### config.mk
export PLATFORM = sky130hd
export DESIGN_NAME = ram_array
export DESIGN_NICKNAME = d
export VERILOG_FILES = /design/src/rtl/ram_pkg.sv /design/src/rtl/ram_chip.sv /design/src/rtl/ram_array.sv
export SDC_FILE = /design/constraint.sdc
export NUM_CORES = 2
export LEC_CHECK = 0
export ABC_AREA = 1
export CAP_MARGIN = 20
export CORE_MARGIN = 2
export CORE_UTILIZATION = 29
export DETAILED_ROUTE_END_ITERATION = 12
export SETUP_SLACK_MARGIN = 0.3
export SYNTH_ARGS = -nofsm -noshare
export SYNTH_HDL_FRONTEND = slang
export SYNTH_SLANG_ARGS = --single-unit
### constraint.sdc
create_clock -name clock -period 2.46 [get_ports clock]
set_clock_uncertainty 0.2 [all_clocks]
set_input_delay 0.615 -clock clock [delete_from_list [all_inputs] [get_ports clock]]
set_output_delay 0.615 -clock clock [all_outputs]
set_load 0.03 [all_outputs]
### src/rtl/ram_pkg.sv
// Shared constants for the 4002-style RAM array: bus phases, I/O opcodes,
// wishbone slot map and small opcode-classification helpers.
package ram_pkg;

    // Bus phase numbers within the 8-clock instruction frame
    localparam logic [2:0] CYC_OPA = 3'd4;
    localparam logic [2:0] CYC_SRC = 3'd6;
    localparam logic [2:0] CYC_EXE = 3'd6;
    localparam logic [2:0] CYC_X3  = 3'd7;

    // I/O opcodes that act on the RAM chip
    localparam logic [3:0] OP_WRM = 4'h0;
    localparam logic [3:0] OP_WMP = 4'h1;
    localparam logic [3:0] OP_SBM = 4'h8;
    localparam logic [3:0] OP_RDM = 4'h9;
    localparam logic [3:0] OP_ADM = 4'hB;

    // Wishbone slot map inside one chip's 16-word window
    localparam logic [3:0] SLOT_STAT = 4'd8;
    localparam logic [3:0] SLOT_OUT  = 4'd10;

    // Opcodes that place a main-memory character on the CPU bus
    function automatic logic op_reads_mem(input logic [3:0] op);
        return (op == OP_SBM) || (op == OP_RDM) || (op == OP_ADM);
    endfunction

    // WR0..WR3: write a status character
    function automatic logic op_writes_status(input logic [3:0] op);
        return op[3:2] == 2'b01;
    endfunction

    // RD0..RD3: drive a status character
    function automatic logic op_reads_status(input logic [3:0] op);
        return op[3:2] == 2'b11;
    endfunction

endpackage

### src/rtl/ram_chip.sv
// One 4002-style data RAM chip: SRC/opcode decode, 4x16 character memory,
// 4x4 status characters, 4-bit output port and a wishbone backdoor port.
module ram_chip
    import ram_pkg::*;
#(
    parameter int CHIP_ID = 0
) (
    input  logic        clock,
    input  logic        reset,
    input  logic [2:0]  cyc,
    input  logic        cmd_n,
    input  logic [3:0]  data_i,
    output logic [3:0]  data_o,
    output logic        data_en,
    output logic [3:0]  out,
    input  logic        wb_go,
    input  logic        wb_hit,
    input  logic        wb_we,
    input  logic [3:0]  wb_sel,
    input  logic [3:0]  wb_slot,
    input  logic [31:0] wb_data_i,
    output logic [31:0] wb_data_o
);

    localparam logic [1:0] ID = 2'(CHIP_ID);

    logic       sel;
    logic       src;
    logic [1:0] reg_addr;
    logic [3:0] char_addr;
    logic [3:0] inst;
    logic       inst_active;
    logic [3:0] mem [64];
    logic [3:0] status [16];
    logic [31:0] rd_word;
    logic       exec;
    logic [5:0] mem_idx;
    logic [3:0] stat_idx;

    assign exec     = (cyc == CYC_EXE) && inst_active;
    assign mem_idx  = {reg_addr, char_addr};
    assign stat_idx = {reg_addr, inst[1:0]};

    // Chip selection, address latching and instruction tracking
    always_ff @(posedge clock) begin
        if (reset) begin
            sel         <= 1'b0;
            src         <= 1'b0;
            reg_addr    <= 2'd3;
            char_addr   <= 4'hF;
            inst        <= 4'h0;
            inst_active <= 1'b0;
        end else begin
            if (cyc == CYC_SRC && !cmd_n) begin
                if (data_i[3:2] == ID) begin
                    sel      <= 1'b1;
                    src      <= 1'b1;
                    reg_addr <= data_i[1:0];
                end else begin
                    sel <= 1'b0;
                    src <= 1'b0;
                end
            end
            if (cyc == CYC_X3 && cmd_n) begin
                inst_active <= 1'b0;
                if (src) begin
                    char_addr <= data_i;
                    src       <= 1'b0;
                end
            end
            if (cyc == CYC_OPA && !cmd_n && sel) begin
                inst        <= data_i;
                inst_active <= 1'b1;
            end
        end
    end

    // CPU reads drive the bus combinationally during the execute phase
    always_comb begin
        data_o  = 4'h0;
        data_en = 1'b0;
        if (exec) begin
            if (op_reads_mem(inst)) begin
                data_en = 1'b1;
                data_o  = mem[mem_idx];
            end else if (op_reads_status(inst)) begin
                data_en = 1'b1;
                data_o  = status[stat_idx];
            end
        end
    end

    // Assemble the 32-bit backdoor view of the addressed slot
    always_comb begin
        rd_word = 32'h0;
        for (int j = 0; j < 8; j++) begin
            if (!wb_slot[3]) begin
                rd_word[4*j +: 4] = mem[{wb_slot[2:0], 3'(j)}];
            end else if ((wb_slot & 4'hE) == SLOT_STAT) begin
                rd_word[4*j +: 4] = status[{wb_slot[0], 3'(j)}];
            end
        end
        if (wb_slot == SLOT_OUT) begin
            rd_word[3:0] = out;
        end
    end

    // Storage updates: CPU writes land on the cyc 6 edge, wishbone on cyc 7
    always_ff @(posedge clock) begin
        if (reset) begin
            for (int i = 0; i < 64; i++) begin
                mem[i] <= 4'h0;
            end
            for (int i = 0; i < 16; i++) begin
                status[i] <= 4'h0;
            end
            out       <= 4'h0;
            wb_data_o <= 32'h0;
        end else begin
            if (exec) begin
                if (inst == OP_WRM) begin
                    mem[mem_idx] <= data_i;
                end
                if (inst == OP_WMP) begin
                    out <= data_i;
                end
                if (op_writes_status(inst)) begin
                    status[stat_idx] <= data_i;
                end
            end
            // Non-addressed chips load zero so the top-level OR yields the hit
            if (wb_go) begin
                wb_data_o <= wb_hit ? rd_word : 32'h0;
            end
            if (wb_hit && wb_we) begin
                for (int j = 0; j < 8; j++) begin
                    if (wb_sel[2'(j / 2)]) begin
                        if (!wb_slot[3]) begin
                            mem[{wb_slot[2:0], 3'(j)}] <= wb_data_i[4*j +: 4];
                        end else if ((wb_slot & 4'hE) == SLOT_STAT) begin
                            status[{wb_slot[0], 3'(j)}] <= wb_data_i[4*j +: 4];
                        end else if (wb_slot == SLOT_OUT && j == 0) begin
                            out <= wb_data_i[3:0];
                        end
                    end
                end
            end
        end
    end

endmodule

### src/rtl/ram_array.sv
// Bank of 4002-style RAM chips on the 4-bit CPU bus, NUM_BANKS CM-RAM lines by
// CHIPS_PER_BANK chips, with a packed 32-bit wishbone backdoor.
module ram_array
    import ram_pkg::*;
#(
    parameter int NUM_BANKS      = 1,
    parameter int CHIPS_PER_BANK = 2
) (
    input  logic                                  clock,
    input  logic                                  reset,
    input  logic [3:0]                            data_i,
    output logic [3:0]                            data_o,
    output logic                                  data_en,
    input  logic                                  sync,
    input  logic [NUM_BANKS-1:0]                  cmd_n,
    output logic [4*NUM_BANKS*CHIPS_PER_BANK-1:0] out,
    input  logic [31:0]                           wb_data_i,
    input  logic [31:0]                           wb_addr_i,
    input  logic [3:0]                            wb_sel_i,
    input  logic                                  wb_cyc_i,
    input  logic                                  wb_strobe_i,
    input  logic                                  wb_we_i,
    output logic [31:0]                           wb_data_o,
    output logic                                  wb_ack_o
);

    localparam int NCHIP = NUM_BANKS * CHIPS_PER_BANK;

    logic [2:0]       cyc;
    logic             wb_go;
    logic [25:0]      wb_chip;
    logic [3:0]       wb_slot;
    logic [NCHIP-1:0] wb_hit;
    logic [NCHIP-1:0] chip_en;
    logic [3:0]       chip_data [NCHIP];
    logic [31:0]      chip_wb [NCHIP];
    logic             unused_ok;

    // The CPU sync line and byte-offset bits carry no information here
    assign unused_ok = ^{sync, wb_addr_i[1:0]};

    // One backdoor access per frame, serviced on the cyc 7 edge
    assign wb_go   = (cyc == CYC_X3) && wb_cyc_i && wb_strobe_i && !wb_ack_o;
    assign wb_chip = wb_addr_i[31:6];
    assign wb_slot = wb_addr_i[5:2];

    // Free-running frame phase counter
    always_ff @(posedge clock) begin
        if (reset) begin
            cyc <= 3'd0;
        end else begin
            cyc <= cyc + 3'd1;
        end
    end

    // Ack is a single-cycle pulse following the service edge; out-of-range
    // chips are acked too and read as zero
    always_ff @(posedge clock) begin
        if (reset) begin
            wb_ack_o <= 1'b0;
        end else begin
            wb_ack_o <= wb_go;
        end
    end

    for (genvar b = 0; b < NUM_BANKS; b++) begin : g_bank
        for (genvar c = 0; c < CHIPS_PER_BANK; c++) begin : g_chip
            localparam int K = b * CHIPS_PER_BANK + c;

            assign wb_hit[K] = wb_go && (wb_chip == 26'(K));

            ram_chip #(
                .CHIP_ID(c)
            ) u_chip (
                .clock     (clock),
                .reset     (reset),
                .cyc       (cyc),
                .cmd_n     (cmd_n[b]),
                .data_i    (data_i),
                .data_o    (chip_data[K]),
                .data_en   (chip_en[K]),
                .out       (out[4*K +: 4]),
                .wb_go     (wb_go),
                .wb_hit    (wb_hit[K]),
                .wb_we     (wb_we_i),
                .wb_sel    (wb_sel_i),
                .wb_slot   (wb_slot),
                .wb_data_i (wb_data_i),
                .wb_data_o (chip_wb[K])
            );
        end
    end

    // Merge chip outputs; idle chips contribute zero
    always_comb begin
        data_o    = 4'h0;
        wb_data_o = 32'h0;
        for (int k = 0; k < NCHIP; k++) begin
            data_o    = data_o | chip_data[k];
            wb_data_o = wb_data_o | chip_wb[k];
        end
        data_en = |chip_en;
    end

endmodule

==> metrics.txt <==
status=finished, violations left; failing checks=negative setup slack; Core Region=150000 sq um; total number of vias=48458; first-pass GRT wire length=302 mm; Post-synth EDFFs=640; post-route ant nets=0; most common cell after layout, fill and taps aside=nand2_1; Max Cap Viol=0; Clock Path Buffers=3; # DRC=0; critical path depth=17; Reg-to-Reg Start=cyc[0]; Peak VDD IR=583 uV; CTS tree=yes; Post-Syn Nets=6080; Final Critical Period=3.67 ns; hpwl dp=153 mm; ys async rst share=0%; Setup crit start=g_bank[0].g_chip[1].u_chip.char_addr[0]; Cell Area, Synth=44000 sq um; critical path type=reg2out; final setup violating endpoints=679; Clock Latency Late Sink=0.70 ns; Wirelength per Cell=23.3 um; element type at the critical path start=flip-flop; Filler Cell Count=14807; row count=142; number of global-route vias before repair=45739; Util after Layout=42.6%; f_max=272 MHz; Initial Utilization=29.3%; Worst Path Max Fanout=9; hold depth=3; Worst-Margin Slew=0.955 ns; crit share post-route=149%; drt first-iter violations=5909; Rel. slew slack=36.3%; number of vias per cell=5.29; CTS buffer count=84; H-Tree Depth=3; RR Endpoint=g_bank[0].g_chip[1].u_chip.mem[26][2]; r2r setup slk=-0.43 ns; total power=30.8 mW; most frequent CP cell=nand2_1; DIE HEIGHT=393 um; largest net degree at the start of global routing=98; worst r2r path cells=17; DR pass1 iterations=6; Hold Path Class=in2reg; WP data required=1.64 ns; Mean Syn Cell Area=7.33 sq um; power per cell area=482 nW/um^2; worst path bufs/invs=3; root buffer cell=clkbuf_16; setup ws final=-1.21 ns; die area=155000 sq um; worst-path cell chain=buf_12, buf_12, nand2_1, o21ai_1, nand2_1, nand2_2, nand2_1, nand2_1, nand2_1, nand2_1, nor2_2, nand2_2, nand2_1, nand2_1, nand2_2, nand2_4, buf_4; Ports=125; Lkg Pwr=28.0 nW; CP max stage cell=dfxtp_4; crit path capture=data_o[3]; final hold viol count=0; RSZ-0062 raised after global routing=true; Worst EP arrival=2.86 ns; RePlAce Congestion=1.02; Mapped Cells=5997; cell types occupying the most area after synthesis=edfxtp_1 (44%), nand2_1 (20%), nand3_1 (6.9%), nor2_1 (6.2%), dfxtp_1 (4.6%); synth warn=0; register area share after synthesis=48.3%; Final Slew Violations=0; clock slew at reported path FFs=0.06 ns; die width=393 um; Yosys top cell area share=43.7%; GRT Overall Usage=26.2%; commonest non-fill, non-tap cells in the layout=nand2_1 (2188), buf_4 (1097), nor2_1 (674); Synth Flop Type=edfxtp_1; total gr overflow=0; Largest delay share family, worst path=simple AND/OR/NAND/NOR gates; Setup crit end kind=output port; layout cells sized above 1=29.9%; Area growth syn-to-layout=45.5%; nets=7150; final WL=214 mm; CP max stage delay=0.42 ns; synth unique cells=45; post-synthesis register bit count=742; IO buf count=103; CTS sink cnt=742; initial antenna violation count=6; dominant cell type by area after synthesis=edfxtp_1
==> synth_stat cells (all sizes together), types with 3 or more instances <==
library cell,number
edfxtp,640
a21o,6
dfxtp,102
a22oi,44
o211ai,15
nor3,34
clkinv,3
nor4,15
inv,162
a221oi,14
buf,95
o2111ai,11
ha,4
nand4,18
a31o,5
nor2,739
or2,52
a21boi,4
o22ai,163
nand2,2348
a21oi,150
o31ai,4
o221ai,6
clkbuf,374
o21ai,376
nand3,607
==> state kept, by name (all words and copies together) (netlist names) <==
register / cells
g_bank.g_chip.u_chip.inst_active: 2
wb_ack_o: 1
g_bank.g_chip.u_chip.sel: 2
g_bank.g_chip.u_chip.reg_addr: 4
g_bank.g_chip.u_chip.out: 8
g_bank.g_chip.u_chip.src: 2
g_bank.g_chip.u_chip.inst: 8
g_bank.g_chip.u_chip.char_addr: 8
g_bank.g_chip.u_chip.status: 128
g_bank.g_chip.u_chip.wb_data_o: 64
cyc: 3
g_bank.g_chip.u_chip.mem: 512
==> where the power goes <==
part / total (mW) / switching [mW] / internal [mW]
Sequential: 14.2 / 0.262 / 14.0
Clock: 13.1 / 5.62 / 7.47
Combinational: 3.51 / 2.23 / 1.27
Total: 30.8 / 8.12 / 22.7
==> final cells by class <==
| type | instances | area [sq um] | area share [%] |
|---|---|---|---|
| Clock inverter | 50 | 508 | 0.794 |
| Sequential cell | 742 | 21400 | 33.4 |
| Multi-Input combinational cell | 4627 | 23100 | 36.1 |
| Tap cell | 2016 | 2520 | 3.94 |
| Clock buffer | 107 | 2290 | 3.58 |
| Inverter | 165 | 674 | 1.05 |
| Antenna cell | 1 | 2.50 | 0.00391 |
| Timing Repair Buffer | 1447 | 13600 | 21.2 |
==> stage by stage <==
stage,cells,hold slack (ns),instance area [sq um],TNS (ns),setup WS (ns)
floorplan,5997,0.217,45200,-3.03,-0.0400
global placement,8883,0.229,57100,-535.49,-1.04
detailed placement,8883,0.251,57100,-562.93,-1.01
CTS,9091,0.0996,61400,-53.35,-1.15
global route,9154,0.118,64000,-239.68,-1.30
finish,9155,0.139,64000,-154.15,-1.21
==> layer usage <==
metal,part of all wire (%),vias up,GRT usage (%)
met1,37,22665,32.8
li1,-,22204,-
met3,11,693,5.79
met2,45,2886,41.0
met5,0.028,-,0
met4,7.3,10,16.2
==> how the worst min path moves through the flow <==
stage,from,end,slack [ns]
floorplan,cyc[0],cyc[0],0.22
global placement,cyc[0],cyc[0],0.23
detailed placement,cyc[0],cyc[0],0.25
CTS,reset,cyc[0],0.1
global route,reset,cyc[1],0.12
finish,reset,cyc[0],0.14
==> repair_timing <==
item | in CTS | in global routing
resized for setup | 548 | 556
cloned | 17 | 29
pin swaps | 71 | 39
setup buffers | 34 | 34
endpoints found under the setup margin | 1404 | 1400
hold buffers | 0 | 0
==> cell families (layout without fill, tap and decap cells) <==
| kind of cell | count (synthesis) | in the layout | share of synthesized area, % |
|---|---|---|---|
| compound gates | 801 | 801 | 10.3 |
| fa+ha+maj | 4 | 4 | 0.114 |
| buf+inv | 634 | 1769 | 5.67 |
| flops | 742 | 742 | 48.3 |
| mux | 1 | 1 | 0.0228 |
| other cells | 0 | 1 | 0 |
| simple gates | 3815 | 3821 | 35.5 |
==> worst reg2reg max path, cell delays in order, from the launching register on <==
cell and delay, ns:
dfxtp_2 0.34, buf_6 0.09, buf_6 0.09, ha_4 0.13, ha_4 0.13, nand4_1 0.11
inv_2 0.11, nand3_2 0.08, buf_6 0.15, nor2_4 0.12, nand2_4 0.12, buf_12 0.16
nor2_4 0.13, buf_12 0.15, buf_16 0.19, buf_12 0.14, nand2_8 0.06, nand3_4 0.09
(Power assumes the default switching activity.)
